$ cat src/rtl/snake_pkg.sv
// Shared types and constants for the snake game input front end.
package snake_pkg;

    typedef enum logic [1:0] {
        TURN_NONE  = 2'b00,
        TURN_LEFT  = 2'b01,
        TURN_RIGHT = 2'b10
    } turn_t;

    localparam logic [1:0] SPEED_NORM = 2'd1;
    localparam logic [1:0] SPEED_FAST = 2'd2;

endpackage

$ cat src/rtl/btn_debounce.sv
// One button: flop-chain synchroniser, stable-level debounce filter, and a
// single-cycle press pulse on each accepted 1->0 change of the stable level.
module btn_debounce #(
    parameter int SYNC_STAGES     = 2,
    parameter int DEBOUNCE_CYCLES = 1_000_000
) (
    input  logic clk,
    input  logic rst_n,
    input  logic raw_n,
    output logic stable_n,
    output logic press
);

    localparam int CNT_W = (DEBOUNCE_CYCLES > 1) ? $clog2(DEBOUNCE_CYCLES) : 1;
    localparam logic [CNT_W-1:0] CNT_MAX = CNT_W'(DEBOUNCE_CYCLES - 1);

    logic [SYNC_STAGES-1:0] r_sync;
    logic [CNT_W-1:0]       r_cnt;
    logic                   r_stable;
    logic                   r_press;
    logic                   w_sync;

    assign w_sync   = r_sync[SYNC_STAGES-1];
    assign stable_n = r_stable;
    assign press    = r_press;

    // The counter only advances while the synchronised level disagrees with
    // the stable one; the final disagreeing cycle commits the new level.
    always_ff @(posedge clk) begin
        if (!rst_n) begin
            r_sync   <= '1;
            r_cnt    <= '0;
            r_stable <= 1'b1;
            r_press  <= 1'b0;
        end else begin
            r_sync  <= {r_sync[SYNC_STAGES-2:0], raw_n};
            r_press <= 1'b0;
            if (w_sync == r_stable) begin
                r_cnt <= '0;
            end else if (r_cnt == CNT_MAX) begin
                r_stable <= w_sync;
                r_cnt    <= '0;
                r_press  <= ~w_sync;
            end else begin
                r_cnt <= r_cnt + 1'b1;
            end
        end
    end

endmodule

$ cat src/rtl/snake_input_ctrl.sv
// Snake input front end: debounced turn buttons folded into one pending turn
// request, released to the engine together with the game-step tick.
module snake_input_ctrl
    import snake_pkg::*;
#(
    parameter int SYNC_STAGES     = 2,
    parameter int DEBOUNCE_CYCLES = 1_000_000,
    parameter int TICK_W          = 25
) (
    input  logic       clk,
    input  logic       rst_n,
    input  logic       btL_n,
    input  logic       btR_n,
    input  logic       speed_sel,
    output logic       tick_o,
    output logic [1:0] turn_o
);

    logic              w_press_l_raw, w_press_r_raw;
    logic              w_stable_l, w_stable_r;
    logic              w_press_l, w_press_r;
    logic              w_tick_next;
    logic [TICK_W-1:0] w_inc;

    turn_t             r_pending;
    turn_t             r_turn;
    logic [TICK_W-1:0] r_acc;
    logic              r_msb_d;
    logic              r_tick;

    btn_debounce #(
        .SYNC_STAGES    (SYNC_STAGES),
        .DEBOUNCE_CYCLES(DEBOUNCE_CYCLES)
    ) u_deb_l (
        .clk     (clk),
        .rst_n   (rst_n),
        .raw_n   (btL_n),
        .stable_n(w_stable_l),
        .press   (w_press_l_raw)
    );

    btn_debounce #(
        .SYNC_STAGES    (SYNC_STAGES),
        .DEBOUNCE_CYCLES(DEBOUNCE_CYCLES)
    ) u_deb_r (
        .clk     (clk),
        .rst_n   (rst_n),
        .raw_n   (btR_n),
        .stable_n(w_stable_r),
        .press   (w_press_r_raw)
    );

    // A press always coincides with the stable level having gone low.
    assign w_press_l   = w_press_l_raw & ~w_stable_l;
    assign w_press_r   = w_press_r_raw & ~w_stable_r;

    assign w_inc       = speed_sel ? TICK_W'(SPEED_FAST) : TICK_W'(SPEED_NORM);
    assign w_tick_next = r_acc[TICK_W-1] & ~r_msb_d;

    assign tick_o = r_tick;
    assign turn_o = r_turn;

    always_ff @(posedge clk) begin
        if (!rst_n) begin
            r_pending <= TURN_NONE;
            r_turn    <= TURN_NONE;
            r_acc     <= '0;
            r_msb_d   <= 1'b0;
            r_tick    <= 1'b0;
        end else begin
            r_acc   <= r_acc + w_inc;
            r_msb_d <= r_acc[TICK_W-1];
            r_tick  <= w_tick_next;
            r_turn  <= w_tick_next ? r_pending : TURN_NONE;

            // Contradictory simultaneous presses leave the request untouched;
            // a fresh press survives a step that is consuming the old one.
            if (w_press_l && w_press_r) begin
                r_pending <= r_pending;
            end else if (w_press_l) begin
                r_pending <= TURN_LEFT;
            end else if (w_press_r) begin
                r_pending <= TURN_RIGHT;
            end else if (r_tick) begin
                r_pending <= TURN_NONE;
            end
        end
    end

endmodule
$ cat config.mk
export PLATFORM = sky130hd
export DESIGN_NAME = snake_input_ctrl
export DESIGN_NICKNAME = d
export VERILOG_FILES = /design/src/rtl/snake_pkg.sv /design/src/rtl/btn_debounce.sv /design/src/rtl/snake_input_ctrl.sv
export SDC_FILE = /design/constraint.sdc
export NUM_CORES = 1
export LEC_CHECK = 0
export BUFFER_PORTS_ARGS = -buffer_cell sky130_fd_sc_hd__clkbuf_2
export CAP_MARGIN = 20
export CORE_MARGIN = 3
export CORE_UTILIZATION = 60
export DETAILED_ROUTE_END_ITERATION = 16
export GPL_ROUTABILITY_DRIVEN = 0
export PLACE_DENSITY = 0.83
export SYNTH_ARGS = -nofsm -noshare
export SYNTH_HDL_FRONTEND = slang
export SYNTH_SLANG_ARGS = --single-unit
$ cat constraint.sdc
create_clock -name clk -period 2.7 [get_ports clk]
set_clock_uncertainty 0.15 [all_clocks]
set_input_delay 0.135 -clock clk [delete_from_list [all_inputs] [get_ports clk]]
set_output_delay 0.135 -clock clk [all_outputs]
set_load 0.05 [all_outputs]
Word-level counts from Yosys, hierarchy flattened
Cells that the tools add are included.
{ "op_classes": {"n_addsub": 3, "eq_ne": 4, "muxes": 4, "bitwise_logic": 14, "n_reduce_logical": 10} }
{ "ops": {"columns": ["cell", "count"], "rows": [
  ["$add 20x1->20 const B", 2],
  ["$eq 20x20->1 const B", 2],
  ["$add 25x2->25", 1],
  ["$reduce_or 3->1", 4],
  ["$not 1->1", 11],
  ["$mux 2", 4],
  ["$reduce_and 2->1", 4],
  ["$and 1x1->1", 3],
  ["$reduce_bool 3->1", 1],
  ["$eq 1x1->1", 2],
  ["$logic_and 1x1->1", 1]
]} }
{ "totals": {"reg_bits": 79, "inputBits": 5, "output_inout_bits": 3, "wordCells": 48} }

Depth between registers and ports, before layout
Gate-level depths: netlist of the first run.
{ "logic_depth": {"ltp_word": 5, "ltp_mapped": 8, "ltp_nobuf": 8} }

Cells and area by module
Synthesis of the first run repeated with hierarchy kept, for this count alone.
{ "unflattened": {"cells_unflattened": 391, "hier_area_um2": 3479.6} }
{ "modules_own_cells": {"columns": ["mod", "n_inst", "cells_per_inst", "area_per_inst_um2", "seq_area_each_um2"], "rows": [
  ["btn_debounce", 2, 118, 1056.0, 480.5],
  ["snake_input_ctrl", 1, 155, 1367.6, 620.6]
]} }

Least setup slack after synthesis of the first run
OpenSTA, ideal clock, no wires.
{ "synth_timing": {"path_kind": "flip-flop to flip-flop", "from": "reg r_acc[0]", "to": "reg r_acc[22]", "setup_time_ns": 0.070, "t_arrival_ns": 1.899, "required_ns": 2.480, "setup_slack_ns": 0.580, "path_stages_with_launch": 8, "n_path_buf": 0, "synth_period_minus_slack_ns": 2.120, "cell_sequence": "dfxtp_1 -> ha_1 -> inv_1 -> fa_1 -> and4b_1 -> nand2_1 -> or4_1 -> a21oi_1"} }
{ "synth_via": {"elab_chain_cells": 1} }
{ "synth_lines": {"columns": ["item", "line", "source"], "rows": [
  ["start, declared", "snake_input_ctrl.sv:27", "logic [TICK_W-1:0] r_acc;"],
  ["start signal, assigned", "snake_input_ctrl.sv:71", "r_acc <= r_acc + w_inc;"],
  ["$add 25x2->25", "snake_input_ctrl.sv:71", null]
]} }
Every way passes these cells.
A chain may end at the register's enable or synchronous reset.

Final worst setup path of the first run
Same ends and word-level chain as after synthesis.

==> results of run 1 <==
-- cells in the mapped netlist (3+ instances only) --
cell | instances | area (um2)
a21oi_1 | 27 | 135.1
and3_1 | 8 | 50.05
inv_1 | 14 | 52.55
nand3_1 | 22 | 110.1
nor2b_1 | 3 | 18.77
buf_2 | 3 | 15.01
or4_1 | 13 | 97.59
o21ai_0 | 16 | 80.08
clkbuf_1 | 8 | 30.03
and2_1 | 7 | 43.79
nor2_1 | 42 | 157.7
and4_1 | 4 | 35.03
or3_1 | 11 | 68.82
ha_1 | 4 | 50.05
nand4b_1 | 3 | 26.28
nand2b_1 | 8 | 50.05
o31ai_1 | 10 | 75.07
nand2_1 | 24 | 90.09
nor3_1 | 6 | 30.03
dfxtp_1 | 79 | 1582
xnor2_1 | 20 | 175.2
xor2_1 | 17 | 148.9
nor4_1 | 10 | 62.56
nand4_1 | 13 | 81.33
-- routing by layer --
metal | share of wire (%) | up-vias | GRT usage, % | wire length, um
li1 | - | 1419 | - | -
met4 | 1.2 | 0 | 6.977 | 74
met1 | 48 | 1296 | 26.51 | 2976
met2 | 47 | 34 | 34.89 | 2913
met3 | 3.3 | 5 | 6.908 | 204
met5 | 0 | - | 0 | 0
-- cells in the final DEF (no fill, tap or decap), types with 2 or more instances in the layout --
cell type	Yosys	final
or4_1	13	13
o21ai_0	16	16
or3_1	11	11
nand2b_1	8	8
o311ai_0	2	2
nor2_1	42	42
nor4b_1	2	2
clkbuf_2	1	7
clkbuf_1	8	2
nor2b_1	3	3
o31ai_1	10	10
nand2_1	24	24
nand4_1	13	13
nand4b_1	3	3
inv_1	14	14
a21oi_1	27	27
clkbuf_8	0	11
nor4_1	10	10
nor3_1	6	6
and4_1	4	4
nand3_1	22	22
dfxtp_1	79	79
buf_4	2	2
and2_1	7	7
and3_1	8	8
xor2_1	17	17
dlygate4sd3_1	0	2
xnor2_1	20	20
ha_1	4	4
clkinv_2	0	2
-- worst max-delay path by stage --
| stage | startpoint | end | slack, ns | cells past startpoint |
|---|---|---|---|---|
| detailed placement | speed_sel | r_acc[22] | 0.33 | 9 |
| finish | r_acc[0] | r_acc[22] | 0.38 | 7 |
| global placement | speed_sel | r_acc[22] | 0.45 | 9 |
| floorplan | r_acc[0] | r_acc[22] | 0.58 | 7 |
| CTS | r_acc[0] | r_acc[22] | 0.38 | 7 |
| global route | r_acc[0] | r_acc[22] | 0.22 | 7 |
-- registers in the layout, indices dropped and copies added, names as in the netlist, 2 cells and up --
register and flops:
r_acc 25, r_pending 2, turn_o 2, u_deb_l.r_cnt 20
u_deb_l.r_sync 2, u_deb_r.r_cnt 20, u_deb_r.r_sync 2
-- layout make-up --
class | instances | area, um2
clock buffer | 13 | 158.9
clock inverter | 3 | 17.52
fill | 412 | 1613
inverter | 15 | 56.30
multi-input combinational | 286 | 1750
sequential | 79 | 1582
tap | 70 | 87.58
timing repair buffer | 11 | 70.07
-- what timing repair did --
item	in CTS	in global routing
endpoints found under the hold margin	2	0
hold buffers	2	0
setup endpoints to repair	0	0
-- cells by family (layout without fill, tap and decap cells) --
group,after synthesis,count (layout),share of synthesized area [%]
flops,79,79,45.80
simple gates,184,184,29.13
xor+xnor,37,37,9.384
buf+inv,29,42,3.514
compound gates,60,60,10.15
fa+ha+maj,5,5,2.029
-- worst max-delay path, stage by stage (launching register included) --
cell	delay [ns]
dfxtp_1	0.32
ha_1	0.18
inv_1	0.06
fa_1	0.44
and4b_1	0.36
nand2_1	0.12
or4_1	0.47
a21oi_1	0.14
-- power by group --
part           switching [mW]  internal [mW]
clock network           0.400          0.382
logic                  0.0316         0.0219
registers             0.00915           1.18
total                   0.440           1.58
==> reports/qor.csv, run 1 <==
metric;value;unit
setup_slack;0.3796;ns
yosysUniqueCellTypes;43;
grt_usage;21.33;%
syn_avg_cell_area;8.765;um2
syn_area;3453;um2
grt_setup_unrepaired;false;
period_minus_slack;2.320;ns
clk_latency;0.35;ns
finalHoldViolCount;0;
cts_num_sinks;79;
ant_nets;0;
yosys_warnings;0;
clkTransAtPathRegs;0.08;ns
vias_per_cell;5.774;
finalPower;2.019;mW
vdd_drop_max;0.0005868;V
die_area;6702;um2
synthCells;394;
reg2reg_depth;7;
finish.net_count;412;
cts_buffers;9;
synth_nets;404;
ioPinCount;8;
ctsLongestPathBuffers;2;
worstPathMaxFanout;4;
synth_seq_area_share;45.80;%
grt_pass1_vias;2584;
holdCritStartpoint;rst_n;
r2r_slack;0.38;ns
drv_cap;0;
drtIter0Drc;85;
final_cell_area;3722;um2
start_util;64.73;%
worstPathRequired;2.82;ns
utilization;69.77;%
final_cells;477;
wire_per_inst;12.93;um
die_h;81.87;um
fp.dieW;81.87;um
min_to;u_deb_l.r_sync[0];
pre_cts_ws;0.3322;ns
postCtsSetupBuffers;0;
endpoint_kind;flip-flop;
cts_tree;built;
r2r-end;r_acc[22];
syn_to_final_growth;7.790;%
path_class;reg2reg;
hpwl;4.281;mm
ys.flop_type;dfxtp_1;
holdWs;0.01274;ns
relSlewSlack;53.65;%
htree_levels;3;
rr_startpoint;r_acc[0];
drive_gt1_share;6.634;%
ys_ff_latch;79;
leakagePower;1.182;nW
grt_overflow;0;
fmax;0.4310;GHz
ctsResizeCount;0;
clock-root-buffer;clkbuf_8;
row_count;26;
grt_max_degree;27;
synth_edf_count;0;
antenna_cells;0;
port-buffer-count;7;
wl;6.169;mm
grt_pass1_wl;11.16;mm
antenna_found_initial;0;
min_path_cells;2;
finalMaxSlewViolations;0;
core_area;5335;um2
critical_path_arrival;2.44;ns
vias;2754;
period_share;85.94;%
dp_cells;459;
dr.pass1.iters;4;
tns;0;ns
postPlaceCellArea;3526;um2
drc;0;
async_flop_share;0;%
cp-start-kind;flip-flop;
tightest_slew;0.6910;ns
setup_viol;0;
powerDensity;542.5;nW/um2
status;completed;
hp-class;in2reg;
(Power assumes the default switching activity.)
==> run 2: changes to the inputs <==
- ABC_AREA: default -> 1
==> run 2 against run 1 <==
  * Register-to-register slack improved by 0.30 ns
  * Hold slack improved by 0.016 ns
  * Highest routed layer unchanged
  * Synthesized cell count rose by 36%
  * Synthesized area rose by 11%
  * Largest cell class unchanged
==> reports/qor.csv, run 2 <==
metric;value;unit
fmax;0.4953;GHz
synth_seq_area_share;41.13;%
clkTransAtPathRegs;0.08;ns
p_sw_share;22.22;%
ys_top_cells_by_count;nand2_1 (123), nor2_1 (117), dfxtp_1 (79);
period_minus_slack;2.019;ns
ant_nets;0;
wl;7.640;mm
drv_cap;0;
grt_pass1_vias;3124;
utilization;68.87;%
grt_usage;22.47;%
syn_to_final_growth;8.558;%
tns;0;ns
syn_area;3845;um2
finalPower;2.244;mW
die_area;7405;um2
cts_num_sinks;79;
synth_edf_count;0;
ctsResizeCount;0;
synth_most_common_cell;nand2_1;
clk_latency;0.36;ns
worstPathMaxFanout;20;
dr.pass1.iters;5;
finalMaxSlewViolations;0;
grt_max_degree;21;
finalHoldViolCount;0;
intPower;1.745;mW
cts_buffers;9;
hp-class;in2reg;
ys.flop_type;dfxtp_1;
die_h;86.05;um
row_count;28;
yosysTopAreaCell;dfxtp_1;
critPathMaxStageDelay;0.53;ns
crit_chain;ha_1 > nand3_2 > nor2_4 > nand3_2 > nand2_1 > nor2_1;
critical_path_arrival;2.08;ns
antenna_found_initial;0;
crit_top_cell;nand3_2;
dp_cells;610;
core_area;6061;um2
clock-root-buffer;clkbuf_8;
htree_levels;3;
drtIter0Drc;182;
hpwl;5.477;mm
vias;3296;
async_flop_share;0;%
pwr-share-comb;2.5;%
largest-register;r_acc;
vdd_drop_max;0.0004775;V
final_cell_mix;nand2_1 (123), nor2_1 (117), dfxtp_1 (79), inv_1 (49), nand3_1 (26);
p_clk_share;44.9;%
leakagePower;1.379;nW
status;completed;
period_share;74.77;%
drive_gt1_share;12.84;%
yosysUniqueCellTypes;33;
ctsLongestPathBuffers;2;
p_sw;498.6;uW
largest_register_ffs;25;
syn_avg_cell_area;7.200;um2
port-buffer-count;7;
grt_pass1_wl;13.25;mm
final_common_cell;nand2_1;
setup_viol;0;
endpoint_kind;flip-flop;
grt_setup_unrepaired;false;
yosys-top-cells-area;dfxtp_1 (41%), nand2_1 (12%), nor2_1 (11%);
ys_ff_latch;79;
powerDensity;537.6;nW/um2
path_class;reg2reg;
finish.net_count;558;
synth_nets;544;
start_util;63.44;%
worstPathRequired;2.77;ns
sequentialPowerShare;52.6;%
fp.dieW;86.05;um
reg_top3;r_acc: 25 flops, u_deb_l.r_cnt: 20 flops, u_deb_r.r_cnt: 20 flops;
cp_slowest_cell;nand2_1;
cts_tree;built;
final_cells;628;
ioPinCount;8;
synth_top_area_share;41.13;%
drc;0;
relSlewSlack;54.67;%
antenna_cells;0;
synthCells;534;
vias_per_cell;5.248;
yosys_warnings;0;
wire_per_inst;12.17;um
holdWs;0.02850;ns
grt_overflow;0;
cp-start-kind;flip-flop;
tightest_slew;0.6783;ns
==> run 2: cell count changes in the layout (fill, tap and decap cells not counted), moves of 8 or more <==
| cell | delta |
|---|---|
| nand2b_1 | -8 |
| or3_1 | -11 |
| nor2_4 | +8 |
| nor2_1 | +75 |
| nor4_1 | -10 |
| o21ai_0 | -10 |
| and3_1 | -8 |
| nor2_2 | +13 |
| nand2_1 | +99 |
| inv_1 | +35 |
| o31ai_1 | -10 |
| or4_1 | -13 |
| nand2_2 | +8 |
==> run 2: layer usage <==
| metal | wire length (um) | track usage [%] | part of all wire (%) |
|---|---|---|---|
| met1 | 3433 | 27.32 | 45 |
| met4 | 221 | 12.52 | 2.9 |
| met3 | 405 | 4.419 | 5.3 |
| met5 | 0 | 0 | 0 |
| met2 | 3579 | 37.07 | 47 |
==> run 2: worst paths after layout <==
path | slack [ns] | from | cells after the start | endpoint
worst min-delay path | 0.03 | rst_n | 3 | u_deb_r.stable_n
worst min register to register | 0.27 | r_msb_d | 1 | tick_o
worst max register to register | 0.68 | u_deb_r.r_cnt[0] | 6 | u_deb_r.r_cnt[9]
worst max-delay path | 0.68 | u_deb_r.r_cnt[0] | 6 | u_deb_r.r_cnt[9]
==> run 2: final cells by class <==
| cell class | count | area, um2 |
|---|---|---|
| multi-input cells | 396 | 2006 |
| fillers | 488 | 1887 |
| flip-flops and latches | 79 | 1582 |
| inverters | 51 | 191.4 |
| clock buffers | 10 | 137.6 |
| clock inverters | 6 | 93.84 |
| well taps | 75 | 93.84 |
| repair buffers | 11 | 70.07 |
==> run 2: cell families (layout without fill, tap and decap cells) <==
kind of cell,count (synthesis),after routing,synth area share (%)
AOI/OAI and AO/OA,31,31,4.328
adders and majority gates,5,5,1.822
and+or+nand+nor,331,331,39.41
DFF,79,79,41.13
xor gates and xnor gates,29,29,6.606
buffers and inverters,59,78,6.703
==> run 2: per-stage QoR <==
stage | worst slack (ns) | cell area (um2)
floorplan | 0.9049 | 3845
global placement | 0.7795 | 3923
detailed placement | 0.7236 | 3923
CTS | 0.6938 | 4174
global route | 0.5393 | 4174
finish | 0.6812 | 4174
==> run 2: power groups by stage <==
stage	Clock [mW]	Combinational, mW	Sequential, mW
4_1_cts	1.02	0.0556	1.18
3_5_place_dp	0	0.0531	1.21
5_1_grt	1.06	0.0632	1.18
2_1_floorplan	0	0.0427	1.21
6_report	1.01	0.0550	1.18
3_3_place_gp	0	0.0506	1.21
==> run 2: critical path, delay by kind of cell (launching register included) <==
family,cells,cell delay (ns)
DFF,1,0.40
adders and majority gates,1,0.25
and+or+nand+nor,5,1.07
==> run 2: repair_timing <==
action,CTS,global route
hold endpoints to repair,2,0
buffers inserted,0,0
hold buffers,2,0
==> run 3: changes to the inputs <==
- clock period: 2.7 -> 1.9 ns (I/O delays scaled with it)
==> run 3 against run 2 <==
  * Clock power increased by 51%
  * Global-route usage increased by 0.19 points
  * Fmax increased by 8.3%
  * Die area unchanged
  * Non-clock buffer count increased by 11
  * Worst setup slack got worse by 0.64 ns
  * Sequential cell count unchanged
  * First-iteration DRC count increased by 25%
  * Final area increased by 4.0%
  * Clock-buffer cell count unchanged
==> reports/qor.csv, run 3 (synthesis gave the netlist of run 2 again) <==
metric;value;unit
cts_num_sinks;79;
r2r_slack;0.04;ns
fillers;468;
hpwl;5.334;mm
drive_gt1_share;15.60;%
ctsLongestPathBuffers;2;
ioPinCount;8;
leakagePower;1.459;nW
drv_cap;0;
fmax;0.5365;GHz
critical_path_arrival;1.97;ns
worstPathRequired;2.00;ns
setup_viol;0;
largest_register_ffs;25;
htree_levels;3;
clock-root-buffer;clkbuf_8;
final_cell_mix;nand2_1 (122), nor2_1 (116), dfxtp_1 (78), inv_1 (47), nand3_1 (25);
port-buffer-count;7;
holdWs;0.1378;ns
cts_buffers;9;
wl;7.790;mm
multi_input_comb_area;2046;um2
finish.net_count;569;
path_class;reg2reg;
drtIter0Drc;227;
relSlewSlack;80.90;%
endpoint_kind;flip-flop;
start_util;63.44;%
row_count;28;
period_share;98.10;%
clkTransAtPathRegs;0.08;ns
core_area;6061;um2
dr.pass1.iters;5;
grt_pass1_vias;3240;
hp-class;in2reg;
grt_usage;22.67;%
finalMaxSlewViolations;0;
powerDensity;763.5;nW/um2
grt_overflow;0;
antenna_found_initial;0;
grt_setup_unrepaired;true;
largest-register;r_acc;
finalHoldViolCount;0;
cts_tree;built;
grt_pass1_wl;13.61;mm
status;completed;
vdd_drop_max;0.0004625;V
die_area;7405;um2
syn_to_final_growth;12.92;%
drc;0;
period_minus_slack;1.864;ns
die_h;86.05;um
worstPathMaxFanout;4;
clk_latency;0.35;ns
antenna_cells;0;
fp.dieW;86.05;um
cp-start-kind;flip-flop;
reg_top3;r_acc: 25 flops, u_deb_l.r_cnt: 20 flops, u_deb_r.r_cnt: 20 flops;
vias_per_cell;5.299;
seq_area;1583;um2
final_common_cell;nand2_1;
tightest_slew;0.2877;ns
wire_per_inst;12.19;um
ant_nets;0;
vias;3386;
utilization;71.64;%
grt_max_degree;21;
run 3: critical path, stage by stage, from the launching register on:
cell and delay [ns]:
dfxtp_2 0.34, ha_4 0.13, inv_2 0.04, fa_2 0.42, inv_2 0.08, nand2_4 0.05, nor2_4 0.16, nand3_2 0.12
nor2_2 0.12, nand2_1 0.06, nand2_1 0.06, nor2_1 0.04
run 3: report_power, final:
| group | leakage (nW) | total (mW) | switching [mW] | internal (mW) |
|---|---|---|---|---|
| sequential | 0.638 | 1.68 | 0.0118 | 1.67 |
| clock | 0.122 | 1.53 | 0.621 | 0.904 |
| combinational | 0.699 | 0.109 | 0.0597 | 0.0490 |
run 3: timing repair:
action,4_1_cts,5_1_grt
resized for setup,1,11
hold buffers,4,0
setup buffers,0,4
gates cloned,0,0
hold endpoints to repair,5,0
endpoints found under the setup margin,1,7
pin swaps,2,9
run 3: stage by stage:
step | setup slack [ns] | area, um2 | TNS, ns | power (mW) | instances
4_1_cts | 0.01250 | 4273 | 0 | 3.313 | 635
2_1_floorplan | 0.1049 | 3845 | 0 | 1.776 | 534
3_3_place_gp | 0.01994 | 3985 | 0 | 1.798 | 615
3_5_place_dp | -0.04192 | 3985 | -0.04192 | 1.800 | 615
6_report | 0.03619 | 4342 | 0 | 3.315 | 639
5_1_grt | -0.05418 | 4342 | -0.1304 | 3.420 | 639
run 3: final timing paths:
path,from,endpoint,cells past startpoint
setup reg to reg,r_acc[0],r_acc[18],11
setup / recovery,r_acc[0],r_acc[18],11
hold / removal,speed_sel,r_acc[3],5
hold reg to reg,r_msb_d,tick_o,1
run 3: cell type report:
| class | count | area share (%) |
|---|---|---|
| clock buffer | 10 | 3.170 |
| clock inverter | 6 | 2.478 |
| inverter | 51 | 4.409 |
| multi-input combinational | 396 | 47.12 |
| sequential | 79 | 36.46 |
| tap | 75 | 2.161 |
| timing repair buffer | 22 | 4.207 |
run 3: routing by layer:
metal | global-route usage, % | share of wire, %
met5 | 0 | 0
met2 | 37.42 | 47
met3 | 3.362 | 3.8
met4 | 11.22 | 2.5
met1 | 28.80 | 46
